[src/rtl/sw_debounce.sv]
// Four-channel slide-switch conditioner: 2-flop synchroniser, tick-paced debounce,
// registered rise/fall/change strobes and an any-switch-on flag.
module sw_debounce #(
   parameter int unsigned DIV          = 10,
   parameter int unsigned STABLE_TICKS = 4
) (
   input  logic       clk,
   input  logic       rst_n,
   input  logic [3:0] sw,
   output logic [3:0] sw_db,
   output logic [3:0] rise,
   output logic [3:0] fall,
   output logic       change,
   output logic       any_on,
   output logic       tick
);

   localparam logic [15:0] DIV_TC = 16'(DIV);
   localparam logic [7:0]  CNT_TC = 8'(STABLE_TICKS - 1);

   logic [15:0] div_cnt_q, div_cnt_d;
   logic [3:0]  s1_q, s2_q;
   logic [7:0]  cnt_q [4];
   logic [7:0]  cnt_d [4];
   logic [3:0]  sw_db_q, sw_db_d;
   logic [3:0]  rise_q, rise_d;
   logic [3:0]  fall_q, fall_d;
   logic        change_q, change_d;

   // Free-running divider; never restarted by switch activity.
   always_comb begin
      tick      = (div_cnt_q == DIV_TC);
      div_cnt_d = tick ? 16'd0 : div_cnt_q + 16'd1;
   end

   always_comb begin
      cnt_d   = cnt_q;
      sw_db_d = sw_db_q;
      rise_d  = 4'b0000;
      fall_d  = 4'b0000;
      for (int k = 0; k < 4; k++) begin
         if (s2_q[k] == sw_db_q[k]) begin
            cnt_d[k] = 8'd0;
         end else if (tick) begin
            if (cnt_q[k] == CNT_TC) begin
               sw_db_d[k] = s2_q[k];
               cnt_d[k]   = 8'd0;
               rise_d[k]  = s2_q[k];
               fall_d[k]  = ~s2_q[k];
            end else begin
               cnt_d[k] = cnt_q[k] + 8'd1;
            end
         end
      end
      change_d = |(rise_d | fall_d);
   end

   always_ff @(posedge clk or negedge rst_n) begin
      if (!rst_n) begin
         div_cnt_q <= 16'd0;
         s1_q      <= 4'b0000;
         s2_q      <= 4'b0000;
         cnt_q     <= '{default: 8'd0};
         sw_db_q   <= 4'b0000;
         rise_q    <= 4'b0000;
         fall_q    <= 4'b0000;
         change_q  <= 1'b0;
      end else begin
         div_cnt_q <= div_cnt_d;
         s1_q      <= sw;
         s2_q      <= s1_q;
         cnt_q     <= cnt_d;
         sw_db_q   <= sw_db_d;
         rise_q    <= rise_d;
         fall_q    <= fall_d;
         change_q  <= change_d;
      end
   end

   assign sw_db  = sw_db_q;
   assign rise   = rise_q;
   assign fall   = fall_q;
   assign change = change_q;
   assign any_on = |sw_db_q;

endmodule

[config.mk]
export PLATFORM = sky130hd
export DESIGN_NAME = sw_debounce
export DESIGN_NICKNAME = d
export VERILOG_FILES = /design/src/rtl/sw_debounce.sv
export SDC_FILE = /design/constraint.sdc
export NUM_CORES = 1
export LEC_CHECK = 0
export CORE_MARGIN = 1
export CORE_UTILIZATION = 58
export CTS_CLUSTER_DIAMETER = 60
export CTS_CLUSTER_SIZE = 10
export DETAILED_ROUTE_END_ITERATION = 7
export PLACE_DENSITY = 0.79
export SLEW_MARGIN = 40
export SYNTH_ARGS = -nofsm -noshare
export SYNTH_HDL_FRONTEND = slang
export SYNTH_SLANG_ARGS = --single-unit
[constraint.sdc]
create_clock -name clk -period 2.4 [get_ports clk]
set_input_delay 0.36 -clock clk [delete_from_list [all_inputs] [get_ports clk]]
set_output_delay 0.36 -clock clk [all_outputs]
set_load 0.005 [all_outputs]
==> flow_metrics.env <==
export IMPL_status="finished, final reports clean"
export IMPL_die_x_um=75.8
export IMPL_diodes=0
export IMPL_die_area_mm2=0.00574
export IMPL_async_flop_share=1.00
export IMPL_path_class="reg -> reg"
export IMPL_end_kind="flop"
export IMPL_grt_max_degree=36
export IMPL_synth_distinct_cells=37
export IMPL_max_vdd_ir_drop_mv=0.593
export IMPL_vias_per_cell=5.87
export IMPL_netlist_area_mm2=0.00316
export IMPL_die_h_um=75.8
export IMPL_setup_viol=0
export IMPL_relSlewSlack=0.574
export IMPL_seq_area_mm2=0.00173
export IMPL_clk_latency_ns=0.34
export IMPL_maxSlewViolCount=0
export IMPL_postSynthCellCount=301
export IMPL_critical_path_endpoint="cnt_q[4]"
export IMPL_r2r_start="div_cnt_q[0]"
export IMPL_multi_input_area_mm2=0.00139
export IMPL_h_tree_depth=3
export IMPL_cts_max_path_buffers=2
export IMPL_final_util=0.724
export IMPL_synth_main_ff_cell="dfrtp_1"
export IMPL_r2r_setup_slack_ns=0.11
export IMPL_worstHoldPathType="reg -> reg"
export IMPL_antenna_left=0
export IMPL_worstPathRequired_ns=2.66
export IMPL_start_kind="flop"
export IMPL_grt_pass1_wl_mm=10.2
export IMPL_initialDrtViolationCount=200
export IMPL_tightestPinTransition_ns=0.635
export IMPL_place_inst=391
export IMPL_drtPass1Iterations=4
export IMPL_layout_min_cycle_time_ns=2.29
export IMPL_cap_violations=0
export IMPL_timing_rr_end="cnt_q[4]"
export IMPL_cp_max_fo=25
export IMPL_cts_num_sinks=69
export IMPL_ys_seq_area_frac=0.547
export IMPL_synth_nets=313
export IMPL_overflow=0
export IMPL_synth_mux_area_frac=0.0143
export IMPL_worst_endpoint_arrival_ns=2.55
export IMPL_cts_tree="yes"
export IMPL_fin_nets=349
export IMPL_synth_top_family_by_area="simple AND/OR/NAND/NOR gates"
export IMPL_grt_usage=0.246
export IMPL_synth_edf_count=0
export IMPL_setup_worst_path_start="div_cnt_q[0]"
export IMPL_antenna_found_initial=0
export IMPL_synth_area_per_cell_um2=10.5
export IMPL_vias=2417
export IMPL_period_share=0.953
export IMPL_gp_congestion=0.807
export IMPL_post_synth_xor_area_fraction=0.0527
export IMPL_totalWireLength_mm=6.30
export IMPL_hold_ws_ns=0.352
export IMPL_coreArea_mm2=0.00517
export IMPL_synth_compound_area_frac=0.111
export IMPL_drive_above_1_share=0.0994
export IMPL_ys_ff_latch=69
export IMPL_synth_warnings=0
export IMPL_synthAdderAreaFrac=0.0238
export IMPL_clkTransAtPathRegs_ns=0.07
export IMPL_leakage_nw=1.56
export IMPL_wire_per_inst_um=15.3
export IMPL_power_density_mw_per_mm2=573
export IMPL_stdcell_count=412
export IMPL_synth_simple_area_share=0.231
export IMPL_drcViolationCount=0
export IMPL_ios=21
export IMPL_final_hold_viol_count=0
export IMPL_n_fill_cell=361
export IMPL_rows=26
export IMPL_start_util=0.611
export IMPL_cts_root_buffer="clkbuf_8"
export IMPL_area_delta_synth_final_pct=18.6
export IMPL_max_freq_ghz=0.437
export IMPL_dp_hpwl_mm=4.06
export IMPL_ff2ff_path_depth=9
export IMPL_cts_buffers=9
export IMPL_fin_skew_ns=0.00669
export IMPL_first_global_vias=2273
export IMPL_io_buffers=20
-- flip-flops by register name, summed over array words and instances, names as in the netlist --
| name | flops |
|---|---|
| div_cnt_q | 16 |
| s2_q | 4 |
| rise | 4 |
| cnt_q | 32 |
| sw_db | 4 |
| fall | 4 |
| change | 1 |
| s1_q | 4 |
-- what timing repair did --
action                                 in CTS  in global routing
hold buffers                                0                  1
setup endpoints to repair                   1                  1
gates resized for setup                     1                  5
pin swaps                                   0                  1
buffers inserted                            2                  2
endpoints found under the hold margin       0                 10
-- critical path, cell delays in order (launching register included) --
cell      delay [ns]
dfrtp_1         0.41
inv_1           0.08
ha_2            0.18
and4bb_1        0.20
nand4_1         0.14
buf_4           0.18
buf_4           0.13
buf_4           0.20
or4_1           0.51
a21oi_1         0.17
-- routing by layer --
metal | vias up | routed length (µm) | global-route usage
li1 | 1181 | - | -
met1 | 1176 | 2900 | 0.321
met2 | 47 | 3090 | 0.397
met3 | 13 | 195 | 0.0476
met4 | 0 | 111 | 0.115
met5 | - | 0 | 0
-- power breakdown --
group	leakage, nW	internal (mW)	switching (mW)
registers	0.936	1.17	0.00585
clock network	0.103	0.501	0.415
logic	0.523	0.0199	0.0345
total	1.56	1.69	0.456
-- final cells by class --
type	count	area share
inverter	9	0.00902
clock inverter	5	0.0134
multi-input combinational	215	0.371
timing repair buffer	33	0.0845
tap	70	0.0234
clock buffer	11	0.0378
sequential	69	0.461
-- cell families after synthesis --
logic type,Yosys count
AND/OR/NAND/NOR,126
flip-flops,69
AO/OA/AOI/OAI,60
XOR/XNOR,19
buffers and inverters,17
adder cells (fa/ha/maj),6
multiplexers,4
-- worst min path at each step --
stage	startpoint	endpoint	slack, ns	cells past startpoint
2_1_floorplan	rst_n	change	0.06	0
3_3_place_gp	s1_q[2]	s2_q[2]	0.33	0
3_5_place_dp	s1_q[3]	s2_q[3]	0.33	0
4_1_cts	rst_n	cnt_q[7]	0.11	1
5_1_grt	s1_q[0]	s2_q[0]	0.36	0
6_report	s1_q[3]	s2_q[3]	0.35	0
-- cell usage after synthesis, types with 2 or more instances --
| library cell | instances | area (µm²) |
|---|---|---|
| nor3_1 | 5 | 25.0 |
| a21oi_1 | 30 | 150 |
| mux2_1 | 4 | 45.0 |
| nand4_1 | 7 | 43.8 |
| or4_1 | 13 | 97.6 |
| o31ai_1 | 9 | 67.6 |
| ha_1 | 6 | 75.1 |
| nand3_1 | 17 | 85.1 |
| nand3b_1 | 3 | 22.5 |
| o21ai_0 | 2 | 10.0 |
| and3_1 | 2 | 12.5 |
| nand2_1 | 28 | 105 |
| nor3b_1 | 8 | 60.1 |
| a32o_1 | 3 | 30.0 |
| nor4b_1 | 2 | 17.5 |
| nand4b_1 | 3 | 26.3 |
| or2_1 | 4 | 25.0 |
| clkbuf_1 | 6 | 22.5 |
| buf_2 | 2 | 10.0 |
| xor2_1 | 8 | 70.1 |
| dfrtp_1 | 69 | 1730 |
| inv_1 | 8 | 30.0 |
| or3_1 | 6 | 37.5 |
| o21ai_1 | 12 | 60.1 |
| xnor2_1 | 11 | 96.3 |
| and4_1 | 4 | 35.0 |
| nor2_1 | 14 | 52.6 |
| nor4_1 | 6 | 37.5 |
-- cell usage in the layout, fill, tap and decap left out, types with 3 or more instances in the layout --
cell type,instances
clkbuf_8,10
xnor2_1,11
clkdlybuf4s50_1,18
nand4b_1,3
nand3b_1,3
o21ai_1,12
mux2_1,4
nor3b_1,8
inv_1,8
dfrtp_1,69
clkinv_2,4
ha_1,5
nor2_1,14
nand2_1,28
buf_4,11
o31ai_1,9
a21oi_1,30
or3_1,6
nand4_1,7
xor2_1,8
and4_1,4
or2_1,4
nor3_1,5
or4_1,13
nor4_1,4
a32o_1,3
nand3_1,17
-- through the flow --
stage	TNS, ns	total power, mW	setup slack (ns)	area [µm²]
finish	0	2.15	0.112	3740
global route	-0.00834	2.21	-0.00834	3740
CTS	0	2.16	0.0543	3690
detailed placement	0	1.25	0.327	3480
global placement	0	1.25	0.378	3480
floorplan	0	1.21	0.571	3160
No activity file was read; power rests on OpenSTA's default activity.
